$ cat src/rtl/switch_char_stepper.sv
// switch_char_stepper: debounced push-switch that steps an ASCII code through a range, with auto-repeat while held.
//   i_Clk              system clock
//   i_Reset            synchronous active-high reset
//   i_Switch           raw bouncing push-switch, 1 = pressed
//   i_Dir              step direction, 0 = increment, 1 = decrement
//   o_Char             current ASCII code for the character-select decoder
//   o_Char_Strobe      one-cycle pulse in the cycle after o_Char changes
//   o_Switch_Debounced debounced switch level
module switch_char_stepper #(
  parameter int unsigned DEBOUNCE_LIMIT = 250000,
  parameter int unsigned HOLD_CYCLES    = 12500000,
  parameter int unsigned REPEAT_CYCLES  = 5000000,
  parameter logic [7:0]  CHAR_FIRST     = 8'h30,
  parameter logic [7:0]  CHAR_LAST      = 8'h5A
) (
  input  logic       i_Clk,
  input  logic       i_Reset,
  input  logic       i_Switch,
  input  logic       i_Dir,
  output logic [7:0] o_Char,
  output logic       o_Char_Strobe,
  output logic       o_Switch_Debounced
);
  localparam int unsigned TMAX = (HOLD_CYCLES > REPEAT_CYCLES) ? HOLD_CYCLES : REPEAT_CYCLES;
  localparam int unsigned TW   = $clog2(TMAX + 1);
  localparam int unsigned DW   = $clog2(DEBOUNCE_LIMIT + 1);
  localparam logic [DW-1:0] DEB_END  = DW'(DEBOUNCE_LIMIT - 1);
  localparam logic [TW-1:0] HOLD_END = TW'(HOLD_CYCLES - 1);
  localparam logic [TW-1:0] REP_END  = TW'(REPEAT_CYCLES - 1);
  // Skip the punctuation block 3A..40 only when the range spans both digits and letters.
  localparam bit GAP = (CHAR_FIRST <= 8'h39) && (CHAR_LAST >= 8'h41);

  typedef enum logic [1:0] {IDLE, HOLD, REPEAT} state_e;

  logic [1:0]    sync_q;
  logic          deb_q, deb_d, deb_prev_q;
  logic [DW-1:0] deb_cnt_q, deb_cnt_d;
  logic          deb_diff, deb_flip;
  state_e        state_q, state_d;
  logic [TW-1:0] timer_q, timer_d;
  logic [7:0]    char_q, char_d, step_up, step_dn;
  logic          strobe_q, advance;

  always_comb begin
    deb_diff  = sync_q[1] ^ deb_q;
    deb_flip  = deb_diff && (deb_cnt_q == DEB_END);
    deb_cnt_d = (deb_diff && !deb_flip) ? deb_cnt_q + 1'b1 : '0;
    deb_d     = deb_q ^ deb_flip;
  end

  // Release is tested before timer expiry so a release in the expiry cycle never steps.
  always_comb begin
    state_d = state_q;
    timer_d = timer_q + 1'b1;
    advance = 1'b0;
    if (state_q == IDLE) begin
      timer_d = '0;
      if (deb_q && !deb_prev_q) begin
        advance = 1'b1;
        state_d = HOLD;
      end
    end else if (!deb_q) begin
      state_d = IDLE;
      timer_d = '0;
    end else if (state_q == HOLD && timer_q == HOLD_END) begin
      advance = 1'b1;
      timer_d = '0;
      state_d = REPEAT;
    end else if (state_q == REPEAT && timer_q == REP_END) begin
      advance = 1'b1;
      timer_d = '0;
    end
  end

  always_comb begin
    step_up = (char_q == CHAR_LAST) ? CHAR_FIRST : (GAP && char_q == 8'h39) ? 8'h41 : char_q + 8'd1;
    step_dn = (char_q == CHAR_FIRST) ? CHAR_LAST : (GAP && char_q == 8'h41) ? 8'h39 : char_q - 8'd1;
    char_d  = advance ? (i_Dir ? step_dn : step_up) : char_q;
  end

  always_ff @(posedge i_Clk) begin
    if (i_Reset) begin
      sync_q     <= '0;
      deb_q      <= 1'b0;
      deb_prev_q <= 1'b0;
      deb_cnt_q  <= '0;
      state_q    <= IDLE;
      timer_q    <= '0;
      char_q     <= CHAR_FIRST;
      strobe_q   <= 1'b0;
    end else begin
      sync_q     <= {sync_q[0], i_Switch};
      deb_q      <= deb_d;
      deb_prev_q <= deb_q;
      deb_cnt_q  <= deb_cnt_d;
      state_q    <= state_d;
      timer_q    <= timer_d;
      char_q     <= char_d;
      strobe_q   <= advance;
    end
  end

  assign o_Char             = char_q;
  assign o_Char_Strobe      = strobe_q;
  assign o_Switch_Debounced = deb_q;
endmodule
$ cat config.mk
export PLATFORM = sky130hd
export DESIGN_NAME = switch_char_stepper
export DESIGN_NICKNAME = d
export VERILOG_FILES = /design/src/rtl/switch_char_stepper.sv
export SDC_FILE = /design/constraint.sdc
export NUM_CORES = 1
export LEC_CHECK = 0
export BUFFER_PORTS_ARGS = -buffer_cell sky130_fd_sc_hd__buf_2
export CAP_MARGIN = 30
export CELL_PAD_IN_SITES_DETAIL_PLACEMENT = 0
export CELL_PAD_IN_SITES_GLOBAL_PLACEMENT = 1
export CORE_MARGIN = 10
export CORE_UTILIZATION = 25
export DETAILED_ROUTE_END_ITERATION = 12
export MAX_ROUTING_LAYER = met4
export PLACE_DENSITY = 0.5
export SLEW_MARGIN = 30
export SYNTH_ARGS = -nofsm -noshare
export SYNTH_HDL_FRONTEND = slang
export SYNTH_SLANG_ARGS = --single-unit
$ cat constraint.sdc
create_clock -name i_Clk -period 2.4 [get_ports i_Clk]
set_input_delay 0 -clock i_Clk [delete_from_list [all_inputs] [get_ports i_Clk]]
set_output_delay 0 -clock i_Clk [all_outputs]
set_load 0.03 [all_outputs]
# == Word level (Yosys, flattened, before mapping) ==
# Index checks and enable logic that the tools add are counted.
# totals
regBits,57
word_cells,52
# classes
addsub,4
n_eq_ne,11
muxes,14
bitwise_logic,4
n_reduce_logical,11
# op_table
op,count
two-way mux 8 bit,5
"adder 24 x 1 -> 24 bit, second input constant",1
"equality test 24 x 23 -> 1 bit, second input constant",1
"equality test 24 bit, second input constant",1
"adder 18 x 1 -> 18 bit, second input constant",1
"equality test 18 bit, second input constant",1
"equality test 8 x 6 -> 1 bit, second input constant",2
"equality test 8 x 7 -> 1 bit, second input constant",2
"adder 8 x 1 -> 8 bit, second input constant",1
two-way mux 2 bit,4
"subtractor 8 x 1 -> 8 bit, second input constant",1
logical AND 1 bit,5
two-way mux 1 bit,5
OR reduction 5 bit,1
"!= test 3 x 1 -> 1 bit, second input constant",1
"equality test 2 x 1 -> 1 bit, second input constant",1
"equality test 2 bit, second input constant",1
logical NOT 1 bit,2
logical NOT 2 bit,1
"!= test 2 x 1 -> 1 bit, second input constant",1
NOT 1 bit,2
AND reduction 2 bit,1
OR reduction 2 bit,1
XOR 1 bit,2

# == Logic depth before layout (Yosys ltp) ==
# logic_depth
depth_word,6
mapped_depth,8
ltp_nobuf,7

# == Least setup slack after synthesis ==
# OpenSTA, ideal clock, no wires.
# synth_timing
path_kind,register to register
startpoint,register timer_q[0]
endpoint,"register char_q[6], in the netlist o_Char[6]"
t_arrival_ns,1.964
slack_ns,0.375
path_stages_with_launch,7
path_cell_list,dfxtp_1 ha_1 nand4_1 or4_4 o22a_4 a221oi_2 o221a_1
# synth_between
elab_chain_cells,6
# synth_lines
element,line,text
start: declaration,40,"logic [TW-1:0] timer_q, timer_d;"
start signal: assignment,97,timer_q <= timer_d;
equality test 24 x 23 -> 1 bit,69,end else if (state_q == REPEAT && timer_q == REP_END) begin
logical AND 1 bit,69,
two-way mux 1 bit,69,
two-way mux 1 bit (*),65,end else if (state_q == HOLD && timer_q == HOLD_END) begin
two-way mux 1 bit (*),62,end else if (!deb_q) begin
two-way mux 1 bit (*),56,if (state_q == IDLE) begin
end signal: assignment,98,char_q <= char_d;
end: declaration,41,"logic [7:0] char_q, char_d, step_up, step_dn;"
# Mark *: on every way between the ends. The rest lies on a longest branch, timed or not.
# A chain may end at the register's enable or synchronous reset.

# == Worst setup path in the final report ==
# Ends and elaborated chain as after synthesis.

==> impl_results.md <==
- Wire length of the first global-routing pass: ~12000 µm
- Critical Setup Path Class: reg -> reg
- Most area-consuming cells after synthesis: dfxtp_1 (38%), nor2_1 (8.3%), xnor2_1 (7.4%), xor2_1 (4.4%), nand3_1 (4.4%)
- Number of gates resized after CTS: 0
- Worst IR Drop VDD: 0.000515 V
- Worst Path Max Fanout: 8
- Share of async-settable or async-resettable flops after synthesis: 0
- Type of the most critical hold path: in -> reg
- Maximum number of pins on one net before global-route repair: 25
- Vias after detailed routing: roughly 2600
- Placed Instance Area: between 3000 and 4000 µm²
- Placeable core region: approximately 12000 µm²
- Final design instance area without fill: approximately 3600 µm²
- Area growth from synthesis to final layout: 21.2%
- Yosys warning total: 0
- F_max: roughly 460 MHz
- Signal arrival time at the worst endpoint: between 2 and 2.5 ns
- Worst path slowest cell: or4_4
- Area leader, netlist: dfxtp_1
- CTS Root Cell: clkbuf_16
- Initial cell density of the core: 0.258
- Port-buffer cells: 13
- Fraction of the yosys area taken by sequential cells: 0.384
- RD Place Congestion: about 0.78
- Final critical-path required period: 2.17 ns
- Drt via density: ~4.8
- Synthesized net count: 374
- Setup TNS after final layout: 0 ns
- Total congestion overflow after global routing: 0
- Detailed placer's ending HPWL: 5170 µm
- Required time worst endpoint: ~2.6 ns
- Area of the multi-input gates: approximately 1700 µm²
- Final count of pins violating max slew: 0
- Number of violations of the max-capacitance limit: 0
- Avg Inst Size Synth: approximately 8 µm²
- CP Capture Type: flop
- Met3 Routed Length: around 380 µm
- Buf/Inv on CP: 0
- Die extent in x: approximately 130 µm
- Fraction of layout cells with a size suffix above 1: 0.130
- RSZ-0062 raised after global routing: false
- Antenna Nets Post-Route: 0
- Total Die Area: 16700 µm²
- Post-CTS Hold Buffers: 3
- Slowest stage delay, CP: a little over 0.6 ns
- Number of top-level pins: 14
- Overall routing resource usage: 0.0944
- Worst hold margin: between 0.09 and 0.1 ns
- Placed Cells: between 500 and 600
- Antenna cell count: 0
- Library cells used by synthesis: 48
- DRT Pass-1 Iters: 4
- Setup fix buffers added after clock tree synthesis: 0
- Routed length on met1: between 3000 and 4000 µm
- Final hold violation count: 0
- Sequential cell area: roughly 1100 µm²
- Slew of the pin with the lowest slew margin: 0.549 ns
- Count of fill cells added during filler insertion: about 1200
- Layout Nets: around 400
- Die Y: 129 µm
- Average wire per standard cell: 13.7 µm
- Maximum buffer depth of the clock tree: 2
- Vias in the first global route: roughly 2600
- Met2 routed wirelength: around 3100 µm
- CTS sink cnt: 57
- Setup violators final: 0
- Maximum level of the CTS H-tree: 3
- Cell Area, Synth: 2970 µm²
- WL final: 7310 µm
- Yosys reg bits: 57
- Critical Path Source Type: flop
- Power per Cell Area: ~650 nW/µm²
- Clock tree from TritonCTS: yes
- Worst slew margin relative to its limit: 0.629
- Critical Path, Cell by Cell: ha_1, nand4_1, or4_4, o22ai_2, o21ai_2, o221a_1
- Initial antenna violation count: 0
- Number of enable flip-flop cells after synthesis: 0
- Fraction of the core area covered by cells at the end of the flow: 0.313
- Part of the cycle the worst path needs: 0.904
- Clock skew: approximately 0.0074 ns
- Dominant delay contributor by cell family on the critical path: simple AND/OR/NAND/NOR gates
- LEAKAGE: between 1 and 1.5 nW
- Result of the run: finished, final reports clean
- Number of buffers added by the clock tree synthesis step: 9
- Share of Yosys cell area claimed by the top area cell type: 0.384
- Post-route DRC: 0
- Most frequently used flop master after synthesis: dfxtp_1
- Num rows: 39
- Highest metal layer with signal wires: met4
- Instance count of the mapped netlist: around 360
- Final cell count without fillers: 535
- Number of DRC markers in iteration 0: ~220
- CTS clock-pin slew for the worst setup and hold paths: ~0.05 ns
- Clk_lat worst skew: between 0.3 and 0.4 ns
-- sequential cells by signal, indices dropped and copies added, names as in the netlist, named ones only --
name           flops
deb_cnt_q         18
deb_prev_q         1
o_Char             8
o_Char_Strobe      1
state_q            2
sync_q             2
timer_q           24
-- worst register-to-register path: cells and delay by family, from the launching register on --
kind / cells / cell delay [ns]
AND/OR/NAND/NOR: 2 / 0.76
AO/OA/AOI/OAI: 3 / 0.72
flip-flops: 1 / 0.37
adder cells (fa/ha/maj): 1 / 0.22
-- cells in the mapped netlist (4+ instances only) --
master	number
mux2i_1	4
nand2_1	24
o21ai_0	9
dfxtp_1	57
nand4_1	12
ha_1	6
nor3_1	13
nor2_1	66
inv_1	12
xnor2_1	25
a21oi_1	10
or4_1	5
nor3b_1	5
clkbuf_1	14
a211oi_1	4
o31ai_1	5
nand3_1	26
xor2_1	15
and3_1	8
-- worst paths after layout --
kind                                endpoint  cells past startpoint         start  slack [ns]
worst min-delay path               o_Char[3]                      3         i_Dir        0.09
worst max-delay path               o_Char[6]                      6    timer_q[0]        0.23
worst max register to register     o_Char[6]                      6    timer_q[0]        0.23
worst min register to register  deb_cnt_q[0]                      1  deb_cnt_q[0]        0.45
-- per-layer routing --
metal / up-vias / GRT usage
li1: 1318 / -
met1: 1188 / 0.118
met2: 39 / 0.134
met3: 11 / 0.0314
met4: 0 / 0.0435
met5: - / -
-- power breakdown --
group | switching (mW) | leakage (nW) | internal (mW) | total (mW)
clock | 0.441 | 0.159 | 0.934 | 1.37
sequential | 0.00112 | 0.459 | 0.949 | 0.951
combinational | 0.0183 | 0.621 | 0.0115 | 0.0298
-- placed cells by master (no fill, tap or decap), drive strengths merged, types with 12 or more instances in the layout --
cell type and n:
nor2 66, dfxtp 57, nand3 26, xnor2 25, buf 25, nand2 24
xor2 15, nor3 13, inv 12, nand4 12
-- cell families after synthesis --
logic type / after synthesis / share of synthesized area
buffers and inverters: 29 / 0.0391
and+or+nand+nor: 179 / 0.300
adders and majority gates: 6 / 0.0252
DFF: 57 / 0.384
AOI/OAI and AO/OA: 49 / 0.120
xor gates and xnor gates: 40 / 0.118
muxes: 4 / 0.0135
-- through the flow --
step	total power, mW	worst slack (ns)
final	2.36	0.230
after CTS	2.39	0.206
after global placement	0.997	0.253
after global routing	2.44	0.0825
after floorplan	0.985	0.375
after detailed placement	0.996	0.215
-- cell type report --
class,instances,area share
Inverter,13,0.0135
Sequential cell,57,0.317
Multi-Input combinational cell,278,0.476
Tap cell,143,0.0496
Timing Repair Buffer,28,0.0548
Clock buffer,11,0.0673
Clock inverter,5,0.0219
No activity file was read; power rests on OpenSTA's default activity.
